`config.mk`:
```
export PLATFORM = sky130hd
export DESIGN_NAME = hazard3_timer_cmp_sched
export DESIGN_NICKNAME = d
export VERILOG_FILES = /design/src/rtl/hazard3_timer_pkg.sv /design/src/rtl/hazard3_rr_arbiter.sv /design/src/rtl/hazard3_timer_cmp_sched.sv
export SDC_FILE = /design/constraint.sdc
export NUM_CORES = 1
export LEC_CHECK = 0
export BUFFER_PORTS_ARGS = -buffer_cell sky130_fd_sc_hd__buf_2
export CORE_ASPECT_RATIO = 0.75
export CORE_MARGIN = 3
export CORE_UTILIZATION = 52
export DETAILED_ROUTE_END_ITERATION = 12
export PLACE_DENSITY = 0.84
export SYNTH_ARGS = -nofsm -noshare
export SYNTH_HDL_FRONTEND = slang
export SYNTH_SLANG_ARGS = --single-unit
```
`constraint.sdc`:
```
create_clock -name clk -period 1.9 [get_ports clk]
set_input_delay 0.38 -clock clk [delete_from_list [all_inputs] [get_ports clk]]
set_output_delay 0.38 -clock clk [all_outputs]
set_load 0.02 [all_outputs]
```
`src/rtl/hazard3_timer_pkg.sv`:
```
// Shared definitions for the mtimecmp update scheduler: timer register map, FSM encoding, write steps.
// HAZARD3_TIMER_SCHED_SAFE_SEQ_EN selects the 3-write glitch-free update sequence.
package hazard3_timer_pkg;

  localparam logic [15:0] TIMER_CTRL_ADDR    = 16'h0000;
  localparam logic [15:0] TIMER_MTIME_ADDR   = 16'h0008;
  localparam logic [15:0] TIMER_MTIMEH_ADDR  = 16'h000c;
  localparam logic [15:0] TIMER_CMP0_LO_ADDR = 16'h0010;
  localparam logic [15:0] TIMER_CMP0_HI_ADDR = 16'h0014;
  localparam logic [15:0] TIMER_CMP1_LO_ADDR = 16'h0018;
  localparam logic [15:0] TIMER_CMP1_HI_ADDR = 16'h0020;

  typedef enum logic [1:0] {
    ST_IDLE   = 2'd0,
    ST_SETUP  = 2'd1,
    ST_ACCESS = 2'd2,
    ST_DONE   = 2'd3
  } sched_state_t;

  localparam int STEP_W = 2;

`ifdef HAZARD3_TIMER_SCHED_SAFE_SEQ_EN
  localparam int N_STEPS = 3;
`else
  localparam int N_STEPS = 2;
`endif

  localparam logic [STEP_W-1:0] STEP_LAST = STEP_W'(N_STEPS - 1);

  typedef struct packed {
    logic [15:0] addr;
    logic [31:0] data;
  } apb_wr_t;

  function automatic logic [15:0] cmp_addr(input logic hart, input logic hi);
    if (hart) begin
      return hi ? TIMER_CMP1_HI_ADDR : TIMER_CMP1_LO_ADDR;
    end
    return hi ? TIMER_CMP0_HI_ADDR : TIMER_CMP0_LO_ADDR;
  endfunction

  // Address/data of write number `step` when loading `cmp` into `hart`'s mtimecmp.
  function automatic apb_wr_t step_write(input logic hart, input logic [STEP_W-1:0] step,
                                         input logic [63:0] cmp);
    apb_wr_t wr;
`ifdef HAZARD3_TIMER_SCHED_SAFE_SEQ_EN
    // Parking hi at all-ones first keeps the compare value above mtime while lo changes.
    case (step)
      2'd0: begin
        wr.addr = cmp_addr(hart, 1'b1);
        wr.data = 32'hffff_ffff;
      end
      2'd1: begin
        wr.addr = cmp_addr(hart, 1'b0);
        wr.data = cmp[31:0];
      end
      default: begin
        wr.addr = cmp_addr(hart, 1'b1);
        wr.data = cmp[63:32];
      end
    endcase
`else
    if (step == '0) begin
      wr.addr = cmp_addr(hart, 1'b0);
      wr.data = cmp[31:0];
    end else begin
      wr.addr = cmp_addr(hart, 1'b1);
      wr.data = cmp[63:32];
    end
`endif
    return wr;
  endfunction

endpackage

```
`src/rtl/hazard3_rr_arbiter.sv`:
```
// N-way round-robin arbiter: one-hot grant to the first request at or after the pointer,
// pointer advances past the winner when its transaction completes.
module hazard3_rr_arbiter #(
  parameter int N  = 2,
  parameter int IW = (N > 1) ? $clog2(N) : 1
) (
  input  logic          clk,
  input  logic          rst_n,
  input  logic [N-1:0]  i_req,
  input  logic          i_done_valid,
  input  logic [IW-1:0] i_done_idx,
  output logic [N-1:0]  o_grant,
  output logic [IW-1:0] o_grant_idx,
  output logic          o_grant_valid
);

  logic [IW-1:0] r_ptr;
  logic [IW:0]   w_cand;
  logic [N-1:0]  w_grant;
  logic [IW-1:0] w_grant_idx;
  logic          w_found;

  always_comb begin
    w_grant     = '0;
    w_grant_idx = '0;
    w_found     = 1'b0;
    w_cand      = '0;
    for (int k = 0; k < N; k++) begin
      w_cand = {1'b0, r_ptr} + (IW+1)'(k);
      if (w_cand >= (IW+1)'(N)) begin
        w_cand = w_cand - (IW+1)'(N);
      end
      if (!w_found && i_req[w_cand[IW-1:0]]) begin
        w_found                  = 1'b1;
        w_grant[w_cand[IW-1:0]]  = 1'b1;
        w_grant_idx              = w_cand[IW-1:0];
      end
    end
  end

  always_ff @(posedge clk or negedge rst_n) begin
    if (!rst_n) begin
      r_ptr <= '0;
    end else if (i_done_valid) begin
      r_ptr <= (i_done_idx == IW'(N - 1)) ? '0 : i_done_idx + 1'b1;
    end
  end

  assign o_grant       = w_grant;
  assign o_grant_idx   = w_grant_idx;
  assign o_grant_valid = w_found;

endmodule

```
`src/rtl/hazard3_timer_cmp_sched.sv`:
```
// APB master that loads 64-bit mtimecmp values for up to two requesters, round-robin.
// HAZARD3_TIMER_SCHED_SAFE_SEQ_EN (in hazard3_timer_pkg) selects the 3-write glitch-free sequence.
module hazard3_timer_cmp_sched
  import hazard3_timer_pkg::*;
#(
  parameter int N_HARTS = 2
) (
  input  logic                 clk,
  input  logic                 rst_n,
  input  logic [N_HARTS-1:0]   req_valid,
  input  logic [64*N_HARTS-1:0] req_cmp,
  output logic [N_HARTS-1:0]   req_ready,
  output logic [N_HARTS-1:0]   done,
  output logic                 done_err,
  output logic                 busy,
  output logic [15:0]          paddr,
  output logic                 psel,
  output logic                 penable,
  output logic                 pwrite,
  output logic [31:0]          pwdata,
  input  logic                 pready,
  input  logic                 pslverr
);

  localparam int HW = (N_HARTS > 1) ? $clog2(N_HARTS) : 1;

  // Handshake: a request transfers on a cycle where req_valid[h] && req_ready[h];
  // req_ready is only ever offered to the arbitration winner while idle.
  sched_state_t       r_state;
  logic [HW-1:0]      r_hart;
  logic [63:0]        r_cmp;
  logic [STEP_W-1:0]  r_step;
  logic               r_err;
  logic [15:0]        r_paddr;
  logic [31:0]        r_pwdata;
  logic               r_psel;
  logic               r_penable;
  logic               r_pwrite;
  logic [N_HARTS-1:0] r_done;
  logic               r_done_err;

  logic [N_HARTS-1:0] w_grant;
  logic [HW-1:0]      w_grant_idx;
  logic               w_grant_valid;
  logic               w_hs;
  logic               w_seq_done;
  logic [63:0]        w_req_cmp;
  logic [STEP_W-1:0]  w_step_nxt;
  apb_wr_t            w_first_wr;
  apb_wr_t            w_next_wr;

  hazard3_rr_arbiter #(
    .N  (N_HARTS),
    .IW (HW)
  ) u_arb (
    .clk           (clk),
    .rst_n         (rst_n),
    .i_req         (req_valid),
    .i_done_valid  (w_seq_done),
    .i_done_idx    (r_hart),
    .o_grant       (w_grant),
    .o_grant_idx   (w_grant_idx),
    .o_grant_valid (w_grant_valid)
  );

  assign w_hs       = w_grant_valid && (r_state == ST_IDLE);
  assign w_seq_done = (r_state == ST_DONE);
  assign w_req_cmp  = req_cmp[64*int'(w_grant_idx) +: 64];
  assign w_step_nxt = r_step + 1'b1;
  assign w_first_wr = step_write(w_grant_idx[0], '0, w_req_cmp);
  assign w_next_wr  = step_write(r_hart[0], w_step_nxt, r_cmp);

  always_ff @(posedge clk or negedge rst_n) begin
    if (!rst_n) begin
      r_state    <= ST_IDLE;
      r_hart     <= '0;
      r_cmp      <= '0;
      r_step     <= '0;
      r_err      <= 1'b0;
      r_paddr    <= '0;
      r_pwdata   <= '0;
      r_psel     <= 1'b0;
      r_penable  <= 1'b0;
      r_pwrite   <= 1'b0;
      r_done     <= '0;
      r_done_err <= 1'b0;
    end else begin
      r_done     <= '0;
      r_done_err <= 1'b0;
      case (r_state)
        ST_IDLE: begin
          if (w_hs) begin
            r_hart    <= w_grant_idx;
            r_cmp     <= w_req_cmp;
            r_step    <= '0;
            r_err     <= 1'b0;
            r_paddr   <= w_first_wr.addr;
            r_pwdata  <= w_first_wr.data;
            r_psel    <= 1'b1;
            r_penable <= 1'b0;
            r_pwrite  <= 1'b1;
            r_state   <= ST_SETUP;
          end
        end
        ST_SETUP: begin
          r_penable <= 1'b1;
          r_state   <= ST_ACCESS;
        end
        ST_ACCESS: begin
          if (pready) begin
            r_err <= r_err | pslverr;
            if (r_step == STEP_LAST) begin
              r_psel     <= 1'b0;
              r_penable  <= 1'b0;
              r_pwrite   <= 1'b0;
              r_done_err <= r_err | pslverr;
              for (int h = 0; h < N_HARTS; h++) begin
                r_done[h] <= (HW'(h) == r_hart);
              end
              r_state <= ST_DONE;
            end else begin
              // An errored write does not stop the sequence; the error is only reported.
              r_step    <= w_step_nxt;
              r_paddr   <= w_next_wr.addr;
              r_pwdata  <= w_next_wr.data;
              r_penable <= 1'b0;
              r_state   <= ST_SETUP;
            end
          end
        end
        ST_DONE: begin
          r_state <= ST_IDLE;
        end
        default: begin
          r_state <= ST_IDLE;
        end
      endcase
    end
  end

  assign req_ready = (r_state == ST_IDLE) ? w_grant : '0;
  assign done      = r_done;
  assign done_err  = r_done_err;
  assign busy      = (r_state != ST_IDLE);
  assign paddr     = r_paddr;
  assign pwdata    = r_pwdata;
  assign psel      = r_psel;
  assign penable   = r_penable;
  assign pwrite    = r_pwrite;

endmodule

```
==> flow_summary.yaml, run 1 <==
worst_setup_path:
  crit_chain: "nor2_4 -> inv_6 -> nor2_1 -> buf_2"
  endpoint_kind: "output pin"
  crit_slowest_cell: "dfrtp_1"
  worstPathArrival_ns: 1.47
  cpLargestDelayFamily: "flip-flops"
  critPathKind: "flip-flop to output pin"
  start_kind: "flip-flop"
  critPathMaxStageDelay_ns: 0.41
  cp.required_ns: 1.52
  cp_max_fo: 23
  path_buf_inv: 2
timing:
  whs_ns: 0.289
  rsz0062_at_grt: "true"
  skew_ns: 0.00678
  hold_viol: 0
  fin_crit_ns: 1.85
  fmax_ghz: 0.541
  fin_ws_ns: 0.0511
  final.period_utilization_pct: 97.3
  drv_slew: 0
  setup_viol_count_final: 0
clock_tree:
  cts_tree: "done"
  htree_levels: 3
  clockBufferDepth: 2
  cts_root_buf: "clkbuf_16"
  cts_inserted_buffers: 9
  clk_pin_slew_ns: 0.07
  clk_latency_ns: 0.35
  cts_num_sinks: 112
yosys:
  ys_ff_latch: 112
  synth_cell_type_count: 40
  ys_warn_count: 0
  yosys.area.top_type_share_pct: 43.8
  syn_inst: 636
  synth_area_leaders: "dfrtp_1 44%, a211oi_1 11%, a211oi_2 7.4%, nor2b_1 6.1%, o21ai_0 5.3%"
  synth-seq-area-share_pct: 43.8
  syn_area_mm2: 0.00640
  yosysTopAreaCell: "dfrtp_1"
  synth.avg_cell_area_um2: 10.1
drt:
  antenna_left: 0
  post_drt_wl_per_cell_um: 20.8
  drt-initial-drc-count: 455
  vias_per_cell: 6.37
  via_count: 6062
  drt-pass1-iter-count: 5
  drc: 0
  routed_wirelength_um: 19800
grt:
  overflow: 0
  grt_use_met1_pct: 39.6
  grt_pass1_wl_um: 31600
  grt_pass1_vias: 6034
  grt_max_degree: 66
  grt.total_usage_pct: 28.9
  use_met2_pct: 47.0
  grt-busiest-layer: "met2"
  antenna_found_initial: 0
  met3_usage_pct: 6.94
finish:
  post-route-util_pct: 65.6
  nets: 921
  final_common_cell: "buf_2"
  drive_above_1_share_pct: 36.6
  syn_to_final_growth_pct: 21.1
  fillers: 969
  finalInstanceArea_mm2: 0.00775
  diodes: 0
  final_cell_mix: "177 x buf_2, 111 x dfrtp_1, 90 x a211oi_1"
die:
  die_y_um: 102
  row_count: 34
  start_util_pct: 54.1
  die_width_um: 134
  die_area_mm2: 0.0137
  core_area_mm2: 0.0118
  pin_count: 191
placement:
  dpl_cell_area_mm2: 0.00742
  gp_congestion: 0.878
  io_buffers: 178
  pre_cts_ws_ns: 0.168
  place_hpwl_um: 13700
hold_path:
  holdCritPathClass: "primary input to flip-flop"
status:
  status: "finished, final reports clean"
power_and_ir_drop:
  peakVddDrop_uv: 777
  power_density_mw_per_mm2: 1590
  p_leak_nw: 3.17
  power_mw: 12.3
flow_run:
  cap_violations: 0
==> through the flow <==
stage,TNS [ns],std cells
final,0,952
after global routing,-0.0131,952
after floorplan,0,647
after global placement,0,933
after detailed placement,0,933
after CTS,0,950
==> routing by layer <==
layer / wire (um) / part of all wire, %
met3: 2020 / 10
met5: 0 / 0
met4: 295 / 1.5
met2: 9250 / 47
met1: 8190 / 41
==> cells in the mapped netlist (all sizes together) <==
master and instances:
nand2 3, mux2i 1, or3 1, o21ai 70
nor3 3, ha 2, nand4bb 1, a2bb2oi 32
nor2b 62, a211oi 128, a21bo 1, nor2 9
and4bb 1, nand3 33, o22ai 2, conb 1
nand2b 1, clkbuf 29, a31oi 33, and3b 1
a21oi 36, and2b 5, inv 7, o32a 1
mux2 1, buf 54, a21o 2, a32oi 1
or2 1, o32ai 1, o41ai 1, dfrtp 112
==> timing repair <==
| action | 4_1_cts | 5_1_grt |
|---|---|---|
| pin swaps | 0 | 1 |
| buffers inserted | 0 | 2 |
| endpoints found under the setup margin | 3 | 2 |
| endpoints found under the hold margin | 30 | 0 |
| gates resized for setup | 1 | 2 |
| hold buffers | 1 | 0 |
==> state kept, by name (all words and copies together), names as in the netlist <==
name,count
r_cmp,64
pwdata,32
paddr,4
done,2
r_state,2
r_step,2
done_err,1
penable,1
pwrite,1
r_err,1
r_hart,1
u_arb.r_ptr,1
==> worst paths after layout <==
kind                            slack (ns)       start            to  depth (start not counted)
worst min register to register        0.51    paddr[2]      paddr[2]                          1
min in group asynchronous             0.53       rst_n     r_cmp[54]                          2
worst max-delay path                  0.05  r_state[1]  req_ready[0]                          4
worst min-delay path                  0.29     pslverr      done_err                          3
max in group asynchronous             0.82       rst_n   u_arb.r_ptr                          3
worst max register to register        0.14   r_step[0]    pwdata[24]                          5
==> layout make-up <==
cell class	instances	area (um^2)	area share (%)
multi-input cells	445	3180	41.0
repair buffers	210	1240	15.9
well taps	162	203	2.61
clock buffers	12	246	3.18
inverters	7	31.3	0.403
clock inverters	4	53.8	0.694
flip-flops and latches	112	2800	36.2
==> where the power goes <==
group	internal (mW)	switching, mW	total [mW]
Combinational	2.49	3.55	6.04
Sequential	3.54	0.781	4.33
Clock	1.06	0.885	1.95
Total	7.09	5.22	12.3
==> cells by family (layout without fill, tap and decap cells) <==
family          Yosys count  in the layout  synth area share (%)
compound gates          308            308                  36.8
fa+ha+maj                 2              2                 0.391
buf+inv                  90            233                  7.55
flops                   112            112                  43.8
mux                       2              2                 0.332
other cells               1             12                0.0586
simple gates            121            121                  11.1
==> worst reg2reg max path: cells and delay by family, from the launching register on <==
kind                     cells  cell delay [ns]
AO/OA/AOI/OAI                2             0.43
flip-flops                   1             0.42
adder cells (fa/ha/maj)      1             0.27
AND/OR/NAND/NOR              1             0.27
buffers and inverters        1             0.25
Note: power is estimated with default switching activity, not from simulation.
==> run 2: changes to the inputs <==
==> constraint.sdc (replaced) <==
create_clock -name clk -period 1.9 [get_ports clk]
set_input_delay 0.38 -clock clk [delete_from_list [all_inputs] [get_ports clk]]
set_output_delay 0.38 -clock clk [all_outputs]
set_load 0.01 [all_outputs]
==> run 2 against run 1 <==
  * Sequential share of layout area is 0.14 points lower
  * Combinational power is 5.1% lower
  * Clock power is 8% higher
  * Power is 1.3% lower
  * Via count is 0.41% higher
  * Hold slack worse by 0.010 ns
  * Clock-buffer cell count is 2 lower
  * Clock skew is 0.0019 ns lower
  * First-iteration DRC count is 14% higher
  * Highest routed layer unchanged
==> flow_summary.yaml, run 2 (synthesis results as in run 1) <==
timing:
  rsz0062_at_grt: "false"
  final.period_utilization_pct: 93.5
  skew_ns: 0.00486
  drv_slew: 0
  relSlewSlack_pct: 64.9
  setup_viol_count_final: 0
  whs_ns: 0.279
  fin_crit_ns: 1.78
  setup_tns_ns: 0
  tightest_slew_ns: 0.521
  hold_viol: 0
  fmax_ghz: 0.563
clock_tree:
  clk_latency_ns: 0.35
  cts_inserted_buffers: 9
  cts_root_buf: "clkbuf_16"
  clk_pin_slew_ns: 0.07
  post-cts-setup-buffer-count: 0
  clockBufferDepth: 2
  htree_levels: 3
  cts_tree: "done"
  cts_num_sinks: 112
flow_run:
  cap_violations: 0
die:
  die_y_um: 102
  die_area_mm2: 0.0137
  die_width_um: 134
  core_area_mm2: 0.0118
  start_util_pct: 54.1
  pin_count: 191
  row_count: 34
worst_setup_path:
  ff2ff_setup_slack_ns: 0.12
  path_buf_inv: 1
  cp_max_fo: 27
  critPathKind: "flip-flop to flip-flop"
  rr_endpoint: "pwdata[22]"
  r2r_cells: 5
  r2r-start: "r_step[0]"
  cpLargestDelayFamily: "flip-flops"
  cp.required_ns: 2.12
  startpoint: "r_step[0]"
  critPathMaxStageDelay_ns: 0.42
  endpoint_kind: "flip-flop"
  worstPathArrival_ns: 2.00
  crit_chain: "ha_1 -> nand4bb_2 -> buf_4 -> a211oi_1 -> a211oi_2"
  start_kind: "flip-flop"
  cp.depth: 5
  crit_slowest_cell: "dfrtp_1"
drt:
  post_drt_wl_per_cell_um: 21.0
  routed_wirelength_um: 20000
  drt-initial-drc-count: 520
  drc: 0
  vias_per_cell: 6.41
  drt-pass1-iter-count: 5
  antenna_left: 0
  via_count: 6087
hold_path:
  hp-start: "pslverr"
  worstHoldPathCells: 3
  holdCritPathClass: "primary input to flip-flop"
  min_to: "done_err"
finish:
  nets: 919
  final_cells: 950
  finalInstanceArea_mm2: 0.00778
  drive_above_1_share_pct: 36.9
  syn_to_final_growth_pct: 21.6
  diodes: 0
  largest_reg_flops: 64
  largest-register: "r_cmp"
  final_cell_mix: "177 x buf_2, 112 x dfrtp_1, 87 x a211oi_1"
  final_common_cell: "buf_2"
power_and_ir_drop:
  peakVddDrop_uv: 935
  power_density_mw_per_mm2: 1560
  p_leak_nw: 3.18
placement:
  io_buffers: 178
  gp_congestion: 0.915
  dp_cells: 933
  place_hpwl_um: 13700
  dpl_cell_area_mm2: 0.00742
grt:
  grt_use_met1_pct: 39.0
  grt_pass1_wl_um: 31800
  overflow: 0
  grt-busiest-layer: "met2"
  antenna_found_initial: 0
  met3_usage_pct: 7.73
  grt_pass1_vias: 6072
  grt.total_usage_pct: 29.0
  use_met2_pct: 46.9
  grt_max_degree: 66
status:
  status: "finished, final reports clean"
run 2: worst max path at each step:
stage,end,slack (ns)
after CTS,pwdata[19],0.1
after global routing,pwdata[30],0.01
final,pwdata[22],0.12
after global placement,pwdata[30],0.25
after floorplan,pwdata[28],0.29
after detailed placement,pwdata[20],0.14
run 2: metal layers:
layer | part of all wire, % | up-vias
met1 | 41 | 2983
met3 | 11 | 37
li1 | - | 2683
met5 | 0 | -
met4 | 1.7 | 0
met2 | 47 | 384
run 2: final cells by class:
type	count	area [um^2]
flip-flops and latches	112	2800
fillers	923	4050
well taps	162	203
inverters	7	28.8
clock buffers	10	239
multi-input cells	445	3190
clock inverters	6	92.6
repair buffers	208	1220
run 2: power by group:
part	switching, mW	internal, mW
Sequential	0.783	3.54
Clock	0.901	1.20
Combinational	3.25	2.48
run 2: tightest hold or removal path, cell delays in order:
cell	delay, ns
buf_2	0.09
nor2_1	0.04
nor2_1	0.08
run 2: timing repair:
action                                  CTS  global route
hold buffers                              1             0
resized for setup                         1             3
cloned                                    0             0
endpoints found under the setup margin    3             3
hold endpoints to repair                 13             0
run 2: per-stage QoR:
stage / power (mW) / utilization [%] / worst slack (ns)
2_1_floorplan: 8.14 / - / 0.289
3_3_place_gp: 9.68 / 62.7 / 0.252
3_5_place_dp: 9.96 / 62.7 / 0.143
4_1_cts: 12.1 / 65.7 / 0.0977
5_1_grt: 12.8 / 65.8 / 0.00974
6_report: 12.2 / 65.8 / 0.124
==> run 3: changes to the inputs <==
--- a/config.mk
+++ b/config.mk
@@ -5,12 +5,14 @@
 export SDC_FILE = /design/constraint.sdc
 export NUM_CORES = 1
 export LEC_CHECK = 0
+export ABC_AREA = 0
 export BUFFER_PORTS_ARGS = -buffer_cell sky130_fd_sc_hd__buf_2
 export CORE_ASPECT_RATIO = 0.75
 export CORE_MARGIN = 3
-export CORE_UTILIZATION = 52
+export CORE_UTILIZATION = 56
+export CTS_CLUSTER_DIAMETER = 100
 export DETAILED_ROUTE_END_ITERATION = 12
-export PLACE_DENSITY = 0.84
+export PLACE_DENSITY = 0.9
 export SYNTH_ARGS = -nofsm -noshare
 export SYNTH_HDL_FRONTEND = slang
 export SYNTH_SLANG_ARGS = --single-unit
==> constraint.sdc (replaced) <==
create_clock -name clk -period 2.1 [get_ports clk]
set_input_delay 0.42 -clock clk [delete_from_list [all_inputs] [get_ports clk]]
set_output_delay 0.42 -clock clk [all_outputs]
set_load 0.01 [all_outputs]
==> run 3 against run 2 <==
  * First-iteration DRC count up 12%
  * Combinational power down 10%
  * Power down 12%
  * Utilization up 3.4 points
  * Setup slack better by 0.048 ns
  * Register-to-register slack better by 0.13 ns
  * Sequential cell count unchanged
  * Non-clock buffer count down 4
  * Hold slack worse by 0.23 ns
  * Die area down 6.8%
  * Critical path type is now flip-flop to output pin
  * Highest routed layer is now met5
==> flow_summary.yaml, run 3 (synthesis results as in run 1) <==
status:
  status: "finished, final reports clean"
die:
  row_count: 33
  die_y_um: 98.6
  start_util_pct: 58.1
  die_area_mm2: 0.0128
  core_area_mm2: 0.0110
  pin_count: 191
  die_width_um: 129
drt:
  post_drt_wl_per_cell_um: 21.9
  drt-initial-drc-count: 584
  via_count: 6130
  routed_wirelength_um: 20200
  drc: 0
  antenna_left: 0
  drt-pass1-iter-count: 5
  vias_per_cell: 6.64
timing:
  rsz0062_at_grt: "false"
  relSlewSlack_pct: 51.2
  skew_ns: 0.00725
  drv_slew: 0
  final.period_utilization_pct: 91.8
  setup_tns_ns: 0
  fmax_ghz: 0.519
  fin_ws_ns: 0.172
  hold_viol: 0
  fin_crit_ns: 1.93
  setup_viol_count_final: 0
  tightest_slew_ns: 0.732
power_and_ir_drop:
  p_leak_nw: 3.14
  power_density_mw_per_mm2: 1410
  peakVddDrop_uv: 846
flow_run:
  cap_violations: 0
worst_setup_path:
  cp_max_fo: 22
  crit_slowest_cell: "inv_2"
  critPathKind: "flip-flop to output pin"
  worstPathArrival_ns: 1.51
  ff2ff_setup_slack_ns: 0.25
  critPathMaxStageDelay_ns: 0.43
  endpoint_kind: "output pin"
  start_kind: "flip-flop"
  crit_chain: "nor2_4 -> inv_2 -> nor2_1 -> buf_2"
  cp.required_ns: 1.68
finish:
  largest_reg_flops: 64
  nets: 915
  final_cell_mix: "177 x buf_2, 112 x dfrtp_1, 90 x a211oi_1"
  diodes: 0
  final_common_cell: "buf_2"
  drive_above_1_share_pct: 36.1
  fillers: 817
  post-route-util_pct: 69.2
  multi_input_area_mm2: 0.00318
  finalInstanceArea_mm2: 0.00763
  largest-register: "r_cmp"
  seq_area_mm2: 0.00280
  syn_to_final_growth_pct: 19.2
clock_tree:
  htree_levels: 3
  cts_root_buf: "clkbuf_16"
  clk_latency_ns: 0.35
  post-cts-setup-buffer-count: 0
  ctsHoldBuffers: 0
  cts_num_sinks: 112
  clk_pin_slew_ns: 0.07
  cts_tree: "done"
  cts_inserted_buffers: 9
  post_cts_resized: 0
  clockBufferDepth: 2
grt:
  grt_pass1_vias: 6214
  overflow: 0
  grt_max_degree: 66
  use_met2_pct: 48.8
  grt.total_usage_pct: 31.7
  met3_usage_pct: 7.75
  grt-busiest-layer: "met2"
  antenna_found_initial: 2
  grt_use_met1_pct: 43.9
  grt_pass1_wl_um: 32200
hold_path:
  holdCritPathClass: "primary input to async pin"
placement:
  gp_congestion: 0.864
  io_buffers: 178
  dpl_cell_area_mm2: 0.00735
  pre_cts_ws_ns: 0.339
  place_hpwl_um: 13600
## run 3: cell types whose count changed in the layout (fill, tap and decap cells not counted), sizes merged
cell         delta
clkbuf          +3
clkinvlp        -2
bufinv          -2
buf             -3
dlygate4sd3     -1
## run 3: worst paths after layout
kind	cells after the start	from	endpoint
setup reg to reg	6	r_step[1]	pwdata[13]
setup / recovery	4	r_state[1]	req_ready[1]
max in group asynchronous	2	rst_n	pwdata[20]
hold / removal	1	rst_n	r_cmp[24]
hold reg to reg	1	paddr[2]	paddr[2]
min in group clk	3	req_cmp[33]	r_cmp[33]
## run 3: per-stage QoR
step	instances	total power [mW]	hold WS (ns)
3_5_place_dp	908	8.95	0.431
2_1_floorplan	647	7.36	0.124
3_3_place_gp	908	8.68	0.415
5_1_grt	923	11.4	0.0775
4_1_cts	923	10.7	0.0599
6_report	923	10.7	0.0515
## run 3: power breakdown
group | internal [mW] | switching, mW
Combinational | 2.18 | 2.95
Sequential | 3.21 | 0.728
Clock | 0.898 | 0.760
Total | 6.29 | 4.44
## run 3: cell type report
class	count	area share [%]
clock buffers	13	3.54
clock inverters	2	0.180
inverters	7	0.344
multi-input cells	445	41.7
flip-flops and latches	112	36.7
well taps	140	2.30
repair buffers	204	15.3
## run 3: critical path: cells and delay by family (launching register included)
kind          cells  cell delay, ns
simple gates      2            0.16
buf+inv           2            0.59
flops             1            0.40
## run 3: per-layer routing
layer	part of all wire, %	up-vias	wire length (um)
li1	-	2686	-
met1	40	2960	8060
met2	47	419	9500
met3	10	61	2100
met4	2.6	4	532
met5	0.13	-	26
